[src/rtl/exception_unit_pkg.sv]
// ---------------------------------------------------------------------------
// exception_unit_pkg
//   Shared definitions for the exception/interrupt sequencer of the multicycle
//   CPU. The register file, the PC-select mux and the sequencer all import
//   this package so they agree on the register index and the vector values.
//
//   Contents:
//     state_t      - sequencer state encoding (USER / TAKE / KERNEL)
//     cause_t      - exception cause encoding (ILLOP = 0, XADR = 1)
//     K0_REG       - register that receives the return address on entry
//     ILLOP_VEC    - handler vector for an undefined instruction
//     XADR_VEC     - handler vector for an external interrupt
//     vector_for() - maps a cause onto its handler vector
// ---------------------------------------------------------------------------
package exception_unit_pkg;

  localparam logic [4:0]  K0_REG    = 5'd26;
  localparam logic [31:0] ILLOP_VEC = 32'h8000_0004;
  localparam logic [31:0] XADR_VEC  = 32'h8000_0008;

  typedef enum logic [1:0] {
    USER   = 2'd0,
    TAKE   = 2'd1,
    KERNEL = 2'd2
  } state_t;

  typedef enum logic {
    ILLOP = 1'b0,
    XADR  = 1'b1
  } cause_t;

  function automatic logic [31:0] vector_for(input cause_t cause);
    logic [31:0] vec;
    vec = ILLOP_VEC;
    if (cause == XADR) begin
      vec = XADR_VEC;
    end
    return vec;
  endfunction

endpackage

[src/rtl/exception_unit_irq_sync.sv]
// ---------------------------------------------------------------------------
// exception_unit_irq_sync
//   Two-flop synchroniser bringing the asynchronous interrupt request into the
//   clk domain. Both flops clear on reset so no stale request survives it.
//
//   Ports:
//     clk    in   system clock
//     reset  in   asynchronous, active-high reset
//     d      in   asynchronous level input
//     q      out  synchronised level (second flop)
// ---------------------------------------------------------------------------
module exception_unit_irq_sync (
  input  logic clk,
  input  logic reset,
  input  logic d,
  output logic q
);

  logic meta;

  // NOTE: sequential state is always assigned with <= so every flop samples
  // the pre-edge value of its source; with = the two stages would collapse
  // into a single flop.
  always_ff @(posedge clk or posedge reset) begin
    if (reset) begin
      meta <= 1'b0;
      q    <= 1'b0;
    end else begin
      meta <= d;
      q    <= meta;
    end
  end

endmodule

[src/rtl/exception_unit.sv]
// ---------------------------------------------------------------------------
// exception_unit
//   Exception/interrupt sequencer for the multicycle CPU. Decides when an
//   exception is taken, strobes the exception-target register write, saves
//   the return address and redirects the PC to the handler vector. Tracks
//   kernel mode, masks interrupts while in a handler and handles eret.
//
//   Ports:
//     clk             in   system clock
//     reset           in   asynchronous, active-high reset
//     irq             in   asynchronous interrupt request (level)
//     undef_inst      in   decode pulse: current instruction is illegal
//     instr_boundary  in   one-cycle pulse when an instruction completes
//     eret            in   pulse: return-from-handler executes
//     pc_plus4 [31:0] in   PC+4 of the current instruction
//     er_write        out  write strobe to the exception-target register
//     er_o     [4:0]  out  target register index (K0_REG once used)
//     epc_o    [31:0] out  latched return address
//     pc_redirect     out  one-cycle strobe: load PC with handler_pc
//     handler_pc[31:0]out  handler vector address
//     kernel_mode     out  high while executing a handler
//     abort_inst      out  one-cycle strobe: discard current instruction
// ---------------------------------------------------------------------------
module exception_unit
  import exception_unit_pkg::*;
(
  input  logic        clk,
  input  logic        reset,
  input  logic        irq,
  input  logic        undef_inst,
  input  logic        instr_boundary,
  input  logic        eret,
  input  logic [31:0] pc_plus4,
  output logic        er_write,
  output logic [4:0]  er_o,
  output logic [31:0] epc_o,
  output logic        pc_redirect,
  output logic [31:0] handler_pc,
  output logic        kernel_mode,
  output logic        abort_inst
);

  state_t state;
  state_t state_next;
  cause_t cause;        // cause of the exception currently being entered
  cause_t take_cause;   // cause selected this cycle when take is asserted
  logic   take;         // enter TAKE on the next edge
  logic   leave_kernel; // eret accepted this cycle
  logic   irq_s;
  logic   irq_pend;

  exception_unit_irq_sync u_irq_sync (
    .clk   (clk),
    .reset (reset),
    .d     (irq),
    .q     (irq_s)
  );

  // NOTE: reset is asynchronous; the strobes below decode the state register
  // combinationally, so asserting reset mid-TAKE drops them at once rather
  // than at the next edge.
  always_ff @(posedge clk or posedge reset) begin
    if (reset) begin
      state <= USER;
    end else begin
      state <= state_next;
    end
  end

  // Next-state and strobe decode.
  // NOTE: every signal written here gets a default first; any path that left
  // one unassigned would infer a latch.
  always_comb begin
    state_next   = state;
    take         = 1'b0;
    take_cause   = ILLOP;
    leave_kernel = 1'b0;
    er_write     = 1'b0;
    pc_redirect  = 1'b0;
    abort_inst   = 1'b0;

    unique case (state)
      USER: begin
        // An illegal instruction beats a pending interrupt in the same cycle;
        // the interrupt stays pending and is retaken later.
        if (undef_inst) begin
          take       = 1'b1;
          take_cause = ILLOP;
        end else if (instr_boundary && irq_pend) begin
          take       = 1'b1;
          take_cause = XADR;
        end
      end

      TAKE: begin
        // Single strobe cycle; instr_boundary, undef_inst and eret are ignored.
        er_write    = 1'b1;
        pc_redirect = 1'b1;
        abort_inst  = (cause == ILLOP);
        state_next  = KERNEL;
      end

      KERNEL: begin
        // Interrupts are masked here. A nested illegal instruction wins over
        // a simultaneous eret.
        if (undef_inst) begin
          take       = 1'b1;
          take_cause = ILLOP;
        end else if (eret) begin
          leave_kernel = 1'b1;
          state_next   = USER;
        end
      end

      default: begin
        state_next = USER;
      end
    endcase

    if (take) begin
      state_next = TAKE;
    end
  end

  // Exception context: captured on the decision cycle so it is stable for
  // the whole TAKE cycle and held afterwards. er_o is never cleared except
  // by reset; er_write alone qualifies it.
  always_ff @(posedge clk or posedge reset) begin
    if (reset) begin
      cause      <= ILLOP;
      epc_o      <= '0;
      handler_pc <= '0;
      er_o       <= '0;
    end else if (take) begin
      cause      <= take_cause;
      epc_o      <= pc_plus4;
      handler_pc <= vector_for(take_cause);
      er_o       <= K0_REG;
    end
  end

  // kernel_mode rises as TAKE hands over to KERNEL and stays high across a
  // nested TAKE; it falls only when eret is accepted.
  always_ff @(posedge clk or posedge reset) begin
    if (reset) begin
      kernel_mode <= 1'b0;
    end else if (state == TAKE) begin
      kernel_mode <= 1'b1;
    end else if (leave_kernel) begin
      kernel_mode <= 1'b0;
    end
  end

  // Pending interrupt latch. Only taking the interrupt clears it; a dropped
  // irq does not. The clear wins over a simultaneous set so a taken request
  // is not immediately retaken from the same synchroniser sample.
  always_ff @(posedge clk or posedge reset) begin
    if (reset) begin
      irq_pend <= 1'b0;
    end else if (take && (take_cause == XADR)) begin
      irq_pend <= 1'b0;
    end else if (irq_s) begin
      irq_pend <= 1'b1;
    end
  end

endmodule

[config.mk]
export PLATFORM = sky130hd
export DESIGN_NAME = exception_unit
export DESIGN_NICKNAME = d
export VERILOG_FILES = /design/src/rtl/exception_unit_pkg.sv /design/src/rtl/exception_unit_irq_sync.sv /design/src/rtl/exception_unit.sv
export SDC_FILE = /design/constraint.sdc
export NUM_CORES = 1
export LEC_CHECK = 0
export CAP_MARGIN = 25
export CORE_ASPECT_RATIO = 1.5
export CORE_MARGIN = 2
export CORE_UTILIZATION = 25
export CTS_BUF_LIST = sky130_fd_sc_hd__clkbuf_16
export CTS_CLUSTER_DIAMETER = 120
export DETAILED_ROUTE_END_ITERATION = 6
export GPL_TIMING_DRIVEN = 0
export MAX_ROUTING_LAYER = met4
export SKIP_LAST_GASP = 1
export SYNTH_ARGS = -nofsm -noshare
export SYNTH_HDL_FRONTEND = slang
export SYNTH_SLANG_ARGS = --single-unit
[constraint.sdc]
create_clock -name clk -period 4.3 [get_ports clk]
set_input_delay 0.645 -clock clk [delete_from_list [all_inputs] [get_ports clk]]
set_output_delay 0.645 -clock clk [all_outputs]
set_load 0.05 [all_outputs]
# After elaboration in Yosys (flattened, before gate mapping)
# Index checks and enable logic that the tools add are counted.
[word_totals] regBits=72 output_inout_bits=73
[classes] eq_ne=5 muxes=20 n_bitwise=1 n_reduce_logical=6
[op_table] cell="$mux 1" n=14
[op_table] cell="$mux 2" n=3
[op_table] cell="$ne 3x3->1 const B" n=2
[op_table] cell="$pmux 2 s3" n=1
[op_table] cell="$mux 4" n=1
[op_table] cell="$reduce_bool 2->1" n=2
[op_table] cell="$reduce_and 3->1" n=1
[op_table] cell="$eq 2x1->1 const B" n=1
[op_table] cell="$eq 2x2->1 const B" n=1
[op_table] cell="$logic_and 1x1->1" n=2
[op_table] cell="$logic_not 2->1" n=1
[op_table] cell="$ne 2x2->1 const B" n=1
[op_table] cell="$pmux 1 s2" n=1
[op_table] cell="$not 1->1" n=1

# Longest topological paths before layout
# Gate-level depths: netlist of run 1.
[logic_depth] ltp_word=6 mapped_depth=5

# Modules after synthesis
# From an unflattened synthesis of run 1, not the netlist that was laid out.
[hier_totals] hier_cells=136 area_unflattened_um2=1965.6
[by_module_without_submodules] module="exception_unit" instances=1 cells_each=133 area_each_um2=1911.8 seq_area_each_um2=975.9
[by_module_without_submodules] module="exception_unit_irq_sync" instances=1 cells_each=3 area_each_um2=53.8 seq_area_each_um2=50.0

# Worst setup path after synthesis of run 1
# Ideal clock, no wire load.
[synth_timing] kind="reg2out" from="register state[1]" to="output port abort_inst" arrival_time_ns=1.217 setup_slack_ns=2.438 stages_incl_launch_ff=3 n_path_buf=0 path_cell_list="dfrtp_1 -> nand2b_1 -> nor2_1"
[synth_between] elab_chain_cells=2
[synth_lines] item="from (decl)" line_no="exception_unit.sv:43" rtl="state_t state;"
[synth_lines] item="from (signal assigned)" line_no="exception_unit.sv:66" rtl="state <= state_next;"
[synth_lines] item="$eq 2x1->1" line_no="exception_unit.sv:82" rtl="unique case (state)"
[synth_lines] item="$mux 1" line_no="exception_unit.sv:82"
[synth_lines] item="to (decl)" line_no="exception_unit.sv:40" rtl="output logic abort_inst"
# No other way between the ends.

# Worst setup path after layout of run 1
[layout_timing] from="register state[1]" to="output port pc_redirect"
[layout_between] elab_chain_cells=2
[layout_lines] item="$eq 2x1->1" line_no="exception_unit.sv:82"
[layout_lines] item="$mux 1" line_no="exception_unit.sv:82"
[layout_lines] item="to (decl)" line_no="exception_unit.sv:37" rtl="output logic pc_redirect,"
# No other way between the ends.

==> results of run 1 <==
-- kinds of logic (layout without fill, tap and decap cells) --
group	count (synthesis)	count (layout)	share of synthesized area, %
compound gates	5	5	1.40
buf+inv	45	131	18.1
flops	41	41	52.3
mux	32	32	23.7
other cells	1	31	0.191
simple gates	11	11	4.27
-- power breakdown --
part / switching [W] / total (W) / internal [W] / leakage, nW
sequential: 0.000103 / 0.000669 / 0.000565 / 0.473
combinational: 0.000934 / 0.00159 / 0.000654 / 0.964
clock: 0.000146 / 0.000415 / 0.000269 / 0.0797
total: 0.00118 / 0.00267 / 0.00149 / 1.52
-- synthesized netlist by cell type --
cell	instances
nand2_1	1
dfrtp_1	41
o21ai_0	1
nor2_1	2
inv_1	5
and4bb_2	1
nand2b_1	2
or4b_2	1
buf_12	2
nand3b_1	1
buf_6	1
nor2b_4	1
nor4b_1	1
a21oi_1	3
buf_4	36
mux2_2	4
conb_1	1
o21a_1	1
mux2_4	28
buf_8	1
or2b_1	1
-- metal layers --
metal,up-vias,part of all wire (%),routed length (um)
li1,607,-,-
met1,605,37,1470
met2,69,52,2070
met3,7,8.5,338
met4,0,2.0,80
met5,-,0,0
-- cell type report --
| type | count | area (sq um) |
|---|---|---|
| well taps | 102 | 128 |
| fillers | 758 | 4460 |
| inverters | 5 | 18.8 |
| flip-flops and latches | 41 | 1030 |
| multi-input cells | 79 | 693 |
| repair buffers | 79 | 791 |
| clock buffers | 5 | 125 |
| plain buffers | 40 | 337 |
| clock inverters | 2 | 35.0 |
-- sequential cells by signal (all words and copies together), names as in the netlist --
register and count:
epc_o 32, handler_pc 3, state 2, irq_pend 1, kernel_mode 1, u_irq_sync.meta 1, u_irq_sync.q 1
-- through the flow --
stage	utilization, %	setup WS (ns)
final	41.4	1.79
after global routing	41.4	1.71
after CTS	41.4	1.76
after detailed placement	39.3	2.01
after global placement	39.3	1.76
after floorplan	-	2.44
-- critical path: cells and delay by family (launching register included) --
family	cells	cell delay (ns)
flops	1	0.42
simple gates	1	0.21
buf+inv	3	0.96
-- final timing paths --
kind                                          end  slack (ns)  depth (start not counted)
min in group asynchronous   epc_o[23]$_DFFE_PP0P_        0.87                          2
max reg2reg                 epc_o[24]$_DFFE_PP0P_        2.73                          5
min reg2reg                u_irq_sync.q$_DFF_PP0_        0.35                          0
max in group asynchronous   epc_o[20]$_DFFE_PP0P_        2.89                          2
max                                   pc_redirect        1.79                          4
min                        u_irq_sync.q$_DFF_PP0_        0.35                          0
==> results.yml, run 1 <==
status:
  status: "complete, no violations"
floorplan:
  row_count: 39
  coreArea_sq_um: 7610
  start_util_pct: 25.8
  dieArea_sq_um: 8590
  die_height_um: 112
  die_w_um: 76.3
  pin_count: 111
global_routing:
  met2_usage_pct: 17.3
  gr-usage-met1_pct: 10.5
  busiest_layer: "met2"
  antenna_found_initial: 0
  grt_pass1_vias: 1356
  grt_pass1_wl_mm: 6.65
  overflow: 0
  grt_util_met3_pct: 3.38
  grtUsageTotal_pct: 10.1
  grt_max_degree: 42
worst_setup_path:
  critical_path_arrival_ns: 1.87
  worstPathRequired_ns: 3.65
  end_kind: "primary output"
  slowest_stage: "clkdlybuf4s50_1"
  cp-start-kind: "flop"
  path_class: "flop to primary output"
  cp_max_fo: 6
  crit_chain: "nand2b_1, inv_1, buf_4, clkdlybuf4s50_1"
  worst_path_largest_cell_delay_ns: 0.78
  cp-startpoint: "state[1]$_DFFE_PP0P_"
  r2r_start: "state[1]$_DFFE_PP0P_"
pwr:
  power.leakage_nw: 1.52
  power.total_w: 0.00267
  peakVddDrop_uv: 348
  pwr_density_cell_nw_per_um2: 848
detailed_routing:
  drt_first_iter_violations: 26
  via_count: 1288
  ant_nets: 0
  routedWlPerCell_um: 11.2
  routed_wl_mm: 3.96
  routed_via_density: 3.65
  drc_errors: 0
  firstDrtPassIters: 2
cells_and_area:
  diodes: 0
  fin_nets: 289
  syn2layout_area_growth_pct: 60.7
  final_cell_mix: "79 x clkdlybuf4s50_1, 41 x dfrtp_1, 36 x buf_4, 31 x conb_1, 28 x mux2_4"
  final_common_cell: "clkdlybuf4s50_1"
  postLayoutCellArea_sq_um: 3150
  stdcell_count: 353
  drive_gt1_share_pct: 33.1
timing:
  fin_crit_sh_pct: 58.5
  drv_slew: 0
  setup_viol: 0
  relSlewSlack_pct: 42.2
  worst_slew_pin_slew_ns: 0.866
  skew_ns: 0.00224
  fmax_mhz: 398
  finalSetupTns_ns: 0
  hold_viol: 0
  layout_min_cycle_time_ns: 2.51
  hold_slack_ns: 0.354
  grt_setup_unrepaired: "no"
placement:
  port-buffer-count: 79
  place_area_sq_um: 2990
  hpwlAfterDp_mm: 2.91
  gp_congestion: 0.700
  dp.cells: 346
synth:
  yosys.area.top_type: "dfrtp_1"
  syn_area_per_cell_sq_um: 14.5
  ys_warn_count: 0
  yosysUniqueCellTypes: 21
  synthTopCellsByArea: "dfrtp_1 52%, mux2_4 21%, buf_4 14%"
  synth-seq-area-share_pct: 52.3
  synthCells: 135
  yosys_register_bits: 41
  synth_area_sq_um: 1960
  synth_top_area_share_pct: 52.3
worst_hold_path:
  hold_path_class: "flop to flop"
  hold_start: "u_irq_sync.meta$_DFF_PP0_"
clock_network:
  clock_path_buffers: 2
  clk_latency_ns: 0.28
  cts_setup_buffers: 0
  post_cts_resized: 0
  cts-root-buf: "clkbuf_16"
  clkSinkCount: 41
  h-tree-depth: 2
  path_clk_slew_ns: 0.06
  numCtsBuffers: 5
  cts_tree: "done"
  cts_hold_buf: 0
flow_run:
  maxCapViolations: 0
(Power assumes the default switching activity.)
==> inputs of run 2 (changes only) <==
==> constraint.sdc (replaced) <==
create_clock -name clk -period 2.45 [get_ports clk]
set_input_delay 0.3675 -clock clk [delete_from_list [all_inputs] [get_ports clk]]
set_output_delay 0.3675 -clock clk [all_outputs]
set_load 0.05 [all_outputs]
==> results of run 2 <==
Same layout as run 1 (identical final DEF). Status: complete, no violations.
Among the figures that moved: setup slack after placement 2.01 ns -> 0.438 ns; setup slack after layout 1.79 ns -> 0.213 ns; register-to-register setup slack 2.73 ns -> 0.88 ns; total power 0.00267 W -> 0.00469 W; worst IR drop on VDD 348 uV -> 611 uV
==> inputs of run 3 (changes only) <==
--- a/config.mk
+++ b/config.mk
@@ -14,6 +14,7 @@
 export DETAILED_ROUTE_END_ITERATION = 6
 export GPL_TIMING_DRIVEN = 0
 export MAX_ROUTING_LAYER = met4
+export PLACE_DENSITY = 0.65
 export SKIP_LAST_GASP = 1
 export SYNTH_ARGS = -nofsm -noshare
 export SYNTH_HDL_FRONTEND = slang
==> run 3 against run 2 <==
Compared with the run above: critical path depth is the same; sequential share of layout area up 0.31 points; largest power group unchanged; hold slack got worse by 0.0073 ns; sequential power about the same; utilization shrank 0.39 points.
==> results.yml, run 3 (same netlist as run 1, synthesis figures left out) <==
status:
  status: "complete, no violations"
placement:
  gp_congestion: 0.696
  hpwlAfterDp_mm: 2.89
  port-buffer-count: 79
  place_ws_ns: 0.428
cells_and_area:
  fin_nets: 289
  regMostFlops: "epc_o"
  seq_area_sq_um: 1030
  multi_input_area_sq_um: 693
  top_regs: "epc_o: 32 flops, handler_pc: 3 flops, state: 2 flops"
  drive_gt1_share_pct: 32.8
  diodes: 0
  final_cell_mix: "79 x clkdlybuf4s50_1, 41 x dfrtp_1, 36 x buf_4, 31 x conb_1, 28 x mux2_4"
  fill_cells: 742
  largest_reg_flops: 32
  syn2layout_area_growth_pct: 59.2
  final_common_cell: "clkdlybuf4s50_1"
worst_setup_path:
  worstPathRequired_ns: 2.08
  r2r_start: "state[1]$_DFFE_PP0P_"
  reg2reg_to: "epc_o[27]$_DFFE_PP0P_"
  cp-start-kind: "flop"
  rrSetupSlack_ns: 0.87
  path_class: "flop to primary output"
  cp_max_fo: 6
  critical_path_arrival_ns: 1.88
  end_kind: "primary output"
  rr_worst_depth: 5
global_routing:
  antenna_found_initial: 0
  overflow: 0
  grtUsageTotal_pct: 9.52
  grt_pass1_vias: 1312
  grt_pass1_wl_mm: 6.18
  grt_max_degree: 42
timing:
  grt_setup_unrepaired: "no"
  fmax_mhz: 445
  drv_slew: 0
  layout_min_cycle_time_ns: 2.25
  finalSetupTns_ns: 0
  skew_ns: 0.00180
  worst_slew_pin_slew_ns: 0.858
  fin_crit_sh_pct: 91.8
  hold_viol: 0
  setup_viol: 0
  layout_setup_ws_ns: 0.201
  relSlewSlack_pct: 42.7
detailed_routing:
  routed_wl_mm: 3.87
  drc_errors: 0
  routedWlPerCell_um: 11.0
  drt_first_iter_violations: 35
  routed_via_density: 3.61
  firstDrtPassIters: 2
  via_count: 1271
  ant_nets: 0
worst_hold_path:
  min_path_cells: 0
  min_to: "u_irq_sync.q$_DFF_PP0_"
  hold_path_class: "flop to flop"
  hold_start: "u_irq_sync.meta$_DFF_PP0_"
floorplan:
  pin_count: 111
  row_count: 39
  die_height_um: 112
  die_w_um: 76.3
  start_util_pct: 25.8
  dieArea_sq_um: 8590
  coreArea_sq_um: 7610
clock_network:
  cts-root-buf: "clkbuf_16"
  clkSinkCount: 41
  numCtsBuffers: 5
  clk_latency_ns: 0.28
  cts_hold_buf: 0
  h-tree-depth: 2
  post_cts_resized: 0
  path_clk_slew_ns: 0.06
  cts_tree: "done"
  cts_setup_buffers: 0
  clock_path_buffers: 2
pwr:
  peakVddDrop_uv: 718
  power.leakage_nw: 1.50
  pwr_density_cell_nw_per_um2: 1460
flow_run:
  maxCapViolations: 0
[run 3: metrics by stage]
stage | hold WS, ns | util, % | power, W | cells | area [sq um]
2_1_floorplan | 0.331 | - | 0.00318 | 165 | 2070
3_3_place_gp | 0.334 | 39.3 | 0.00398 | 346 | 2990
3_5_place_dp | 0.335 | 39.3 | 0.00399 | 346 | 2990
4_1_cts | 0.346 | 41.0 | 0.00464 | 352 | 3120
5_1_grt | 0.371 | 41.0 | 0.00477 | 352 | 3120
6_report | 0.347 | 41.0 | 0.00457 | 352 | 3120
[run 3: metal layers]
| metal | wire (um) | track usage [%] | vias to the layer above |
|---|---|---|---|
| met1 | 1510 | 10.4 | 589 |
| met4 | 76 | 4.36 | 0 |
| met3 | 324 | 3.54 | 7 |
| met2 | 1970 | 15.3 | 70 |
| met5 | 0 | - | - |
| li1 | - | - | 605 |
[run 3: how the worst max path moves through the flow]
stage	cells after the start	slack (ns)	start	endpoint
final	4	0.20	state[1]$_DFFE_PP0P_	pc_redirect
after global routing	4	0.10	state[1]$_DFFE_PP0P_	pc_redirect
after CTS	4	0.18	state[1]$_DFFE_PP0P_	pc_redirect
after detailed placement	6	0.43	undef_inst	epc_o[27]$_DFFE_PP0P_
after global placement	2	0.18	reset	epc_o[16]$_DFFE_PP0P_
after floorplan	2	0.87	state[1]$_DFFE_PP0P_	abort_inst
[run 3: power breakdown]
| group | internal [W] | total [W] | leakage (nW) | switching [W] |
|---|---|---|---|---|
| registers | 0.000993 | 0.00118 | 0.473 | 0.000186 |
| clock network | 0.000364 | 0.000606 | 0.0655 | 0.000243 |
| logic | 0.00115 | 0.00279 | 0.964 | 0.00164 |
[run 3: area by class of cell]
class | instances | area share (%)
Buffer | 40 | 10.8
Sequential cell | 41 | 32.9
Clock inverter | 1 | 0.160
Inverter | 5 | 0.601
Multi-Input combinational cell | 79 | 22.2
Timing Repair Buffer | 79 | 25.3
Clock buffer | 5 | 4.01
Tap cell | 102 | 4.09
[run 3: worst max-delay path, stage by stage (launching register included)]
cell	delay, ns
dfrtp_1	0.43
nand2b_1	0.21
inv_1	0.09
buf_4	0.10
clkdlybuf4s50_1	0.79
==> variant (settings of run 3) <==
Add an input register stage for `pc_plus4`, with the module's reset; this delays it by one clock. The other inputs are not delayed to match.
--- a/src/rtl/exception_unit.sv
+++ b/src/rtl/exception_unit.sv
@@ -40,4 +40,14 @@
   output logic        abort_inst
 );
+
+  logic [31:0] pc_plus4_q;
+
+  always_ff @(posedge clk or posedge reset) begin
+    if (reset) begin
+      pc_plus4_q <= '0;
+    end else begin
+      pc_plus4_q <= pc_plus4;
+    end
+  end
 
   state_t state;
@@ -134,5 +144,5 @@
     end else if (take) begin
       cause      <= take_cause;
-      epc_o      <= pc_plus4;
+      epc_o      <= pc_plus4_q;
       handler_pc <= vector_for(take_cause);
       er_o       <= K0_REG;
Behaviour: not the same (a bounded check fails within 4 cycles, from zero or initial values and one cycle with reset high).
==> variant against run 3 <==
  * First-iteration DRC count grew 8.6%
  * Count of clock-buffer cells in the layout grew 4
  * Power grew 29%
  * Register-to-register slack gained 0.02 ns
  * Core utilization shrank 2.0 points
  * Wire length grew 33%
  * Via count grew 22%
  * Maximum frequency shrank 2.6%
  * Final area grew 33%
  * Sequential cell count grew 32
  * Sequential power grew 47%
  * Worst setup slack lost 0.059 ns
  * Area after synthesis grew 40%
  * Critical path type unchanged
  * Highest routed layer unchanged
==> variant: results (changes against run 3) <==
- Hold Worst Slack: 0.355 ns (was 0.347 ns)
- Worst clock skew: 0.00609 ns (was 0.00180 ns)
- Pre-antenna DRT Iters: 3 (was 2)
- Worst reg2reg startpoint: state[0]$_DFFE_PP0P_ (was state[1]$_DFFE_PP0P_)
- Wire per inst: 11.8 µm (was 11.0 µm)
- Lkg Pwr: 0.00197 µW (was 0.00150 µW)
- H-tree depth: 3 (was 2)
- Synth Area in XOR/XNOR: 0 (unchanged)
- Internal power: 3570 µW (was 2500 µW)
- Seq/Total Area, Yosys: 0.664 (was 0.523)
- P_clk: 1350 µW (was 606 µW)
- Largest regs: epc_o x32, pc_plus4_q x32, handler_pc x3 (was epc_o x32, handler_pc x3, state x2)
- Global Route Usage Sum: 0.0973 (was 0.0952)
- Final Wtd Congestion: 0.685 (was 0.696)
- Mux contribution to synthesized area: 0.169 (was 0.237)
- Worst Hold Launch: u_irq_sync.meta$_DFF_PP0_ (unchanged)
- Top post-synthesis cells by area: dfrtp_1, mux2_4, buf_4 (unchanged)
- Worst reg2reg path endpoint: epc_o[19]$_DFFE_PP0P_ (was epc_o[27]$_DFFE_PP0P_)
- Number of global-route vias before repair: 1634 (was 1312)
- Clock latency on the worst-skew pair: 0.32 ns (was 0.28 ns)
- Share of post-route cells with drive strength above 1: 0.296 (was 0.328)
- Num CTS Buffers: 9 (was 5)
- Crit-path max FO: 6 (unchanged)
- DP Wirelength: 3690 µm (was 2890 µm)
- Fillers: 1036 (was 742)
- Slew margin rel.: 0.413 (was 0.427)
- Largest net degree at the start of global routing: 74 (was 42)
- DRT iter0 DRCs: 38 (was 35)
- Reg2reg setup slack: 0.89 ns (was 0.87 ns)
- Synth cell count leaders: dfrtp_1, buf_4, mux2_4 (unchanged)
- Status: finished clean (unchanged)
- CP arrival: 1.94 ns (was 1.88 ns)
- Nets: 324 (was 289)
- Power per Cell Area: 1420 nW/µm² (was 1460 nW/µm²)
- First-pass GRT wire length: 8460 µm (was 6180 µm)
- Worst VDD drop: 534 µV (was 718 µV)
- Flop pwr share: 0.295 (was 0.258)
- Drt via density: 3.55 (was 3.61)
- Compound-cell area share of the yosys netlist: 0.0155 (was 0.0140)
==> variant: cell count changes after synthesis, moves of 2 or more <==
cell | run 3 | this run
a21oi_1 | 3 | 1
dfrtp_1 | 41 | 73
mux2_1 | 0 | 3
mux2_2 | 4 | 1
nor2b_1 | 0 | 2
==> variant: routing by layer <==
metal,GRT usage,share of wire
met1,0.112,0.38
met2,0.152,0.54
met3,0.0287,0.064
met4,0.0473,0.020
met5,-,0
==> variant: worst max-delay path: stages (launching register included) <==
cell and delay, ns:
dfrtp_1 0.41, nor2b_1 0.27, buf_4 0.15, clkdlybuf4s50_1 0.78
==> variant: cell type report <==
cell class,instances,area [µm²],area share
inverters,5,21.3,0.00512
flip-flops and latches,73,1830,0.440
clock buffers,9,225,0.0542
multi-input cells,78,682,0.164
well taps,144,180,0.0434
repair buffers,79,793,0.191
clock inverters,7,86.3,0.0208
plain buffers,40,337,0.0811
==> variant: per-stage QoR <==
step	utilization	TNS, ns	instances	instance area, µm²	setup WS, ns
after floorplan	-	0	196	2860	0.0709
after global placement	0.360	-66.67	419	3830	-0.919
after detailed placement	0.360	0	419	3840	0.445
after CTS	0.390	0	435	4150	0.0852
after global routing	0.390	0	435	4150	0.0355
final	0.390	0	435	4150	0.142
==> variant: logic make-up (layout without fill, tap and decap cells) <==
group	after synthesis	count (layout)
AOI/OAI and AO/OA	6	6
and+or+nand+nor	9	9
muxes	32	32
buffers and inverters	45	140
other	1	31
DFF	73	73
==> variant: timing repair <==
| action | 4_1_cts | 5_1_grt |
|---|---|---|
| endpoints found under the setup margin | 0 | 1 |
| setup buffers | 0 | 0 |
| resized for setup | 0 | 1 |
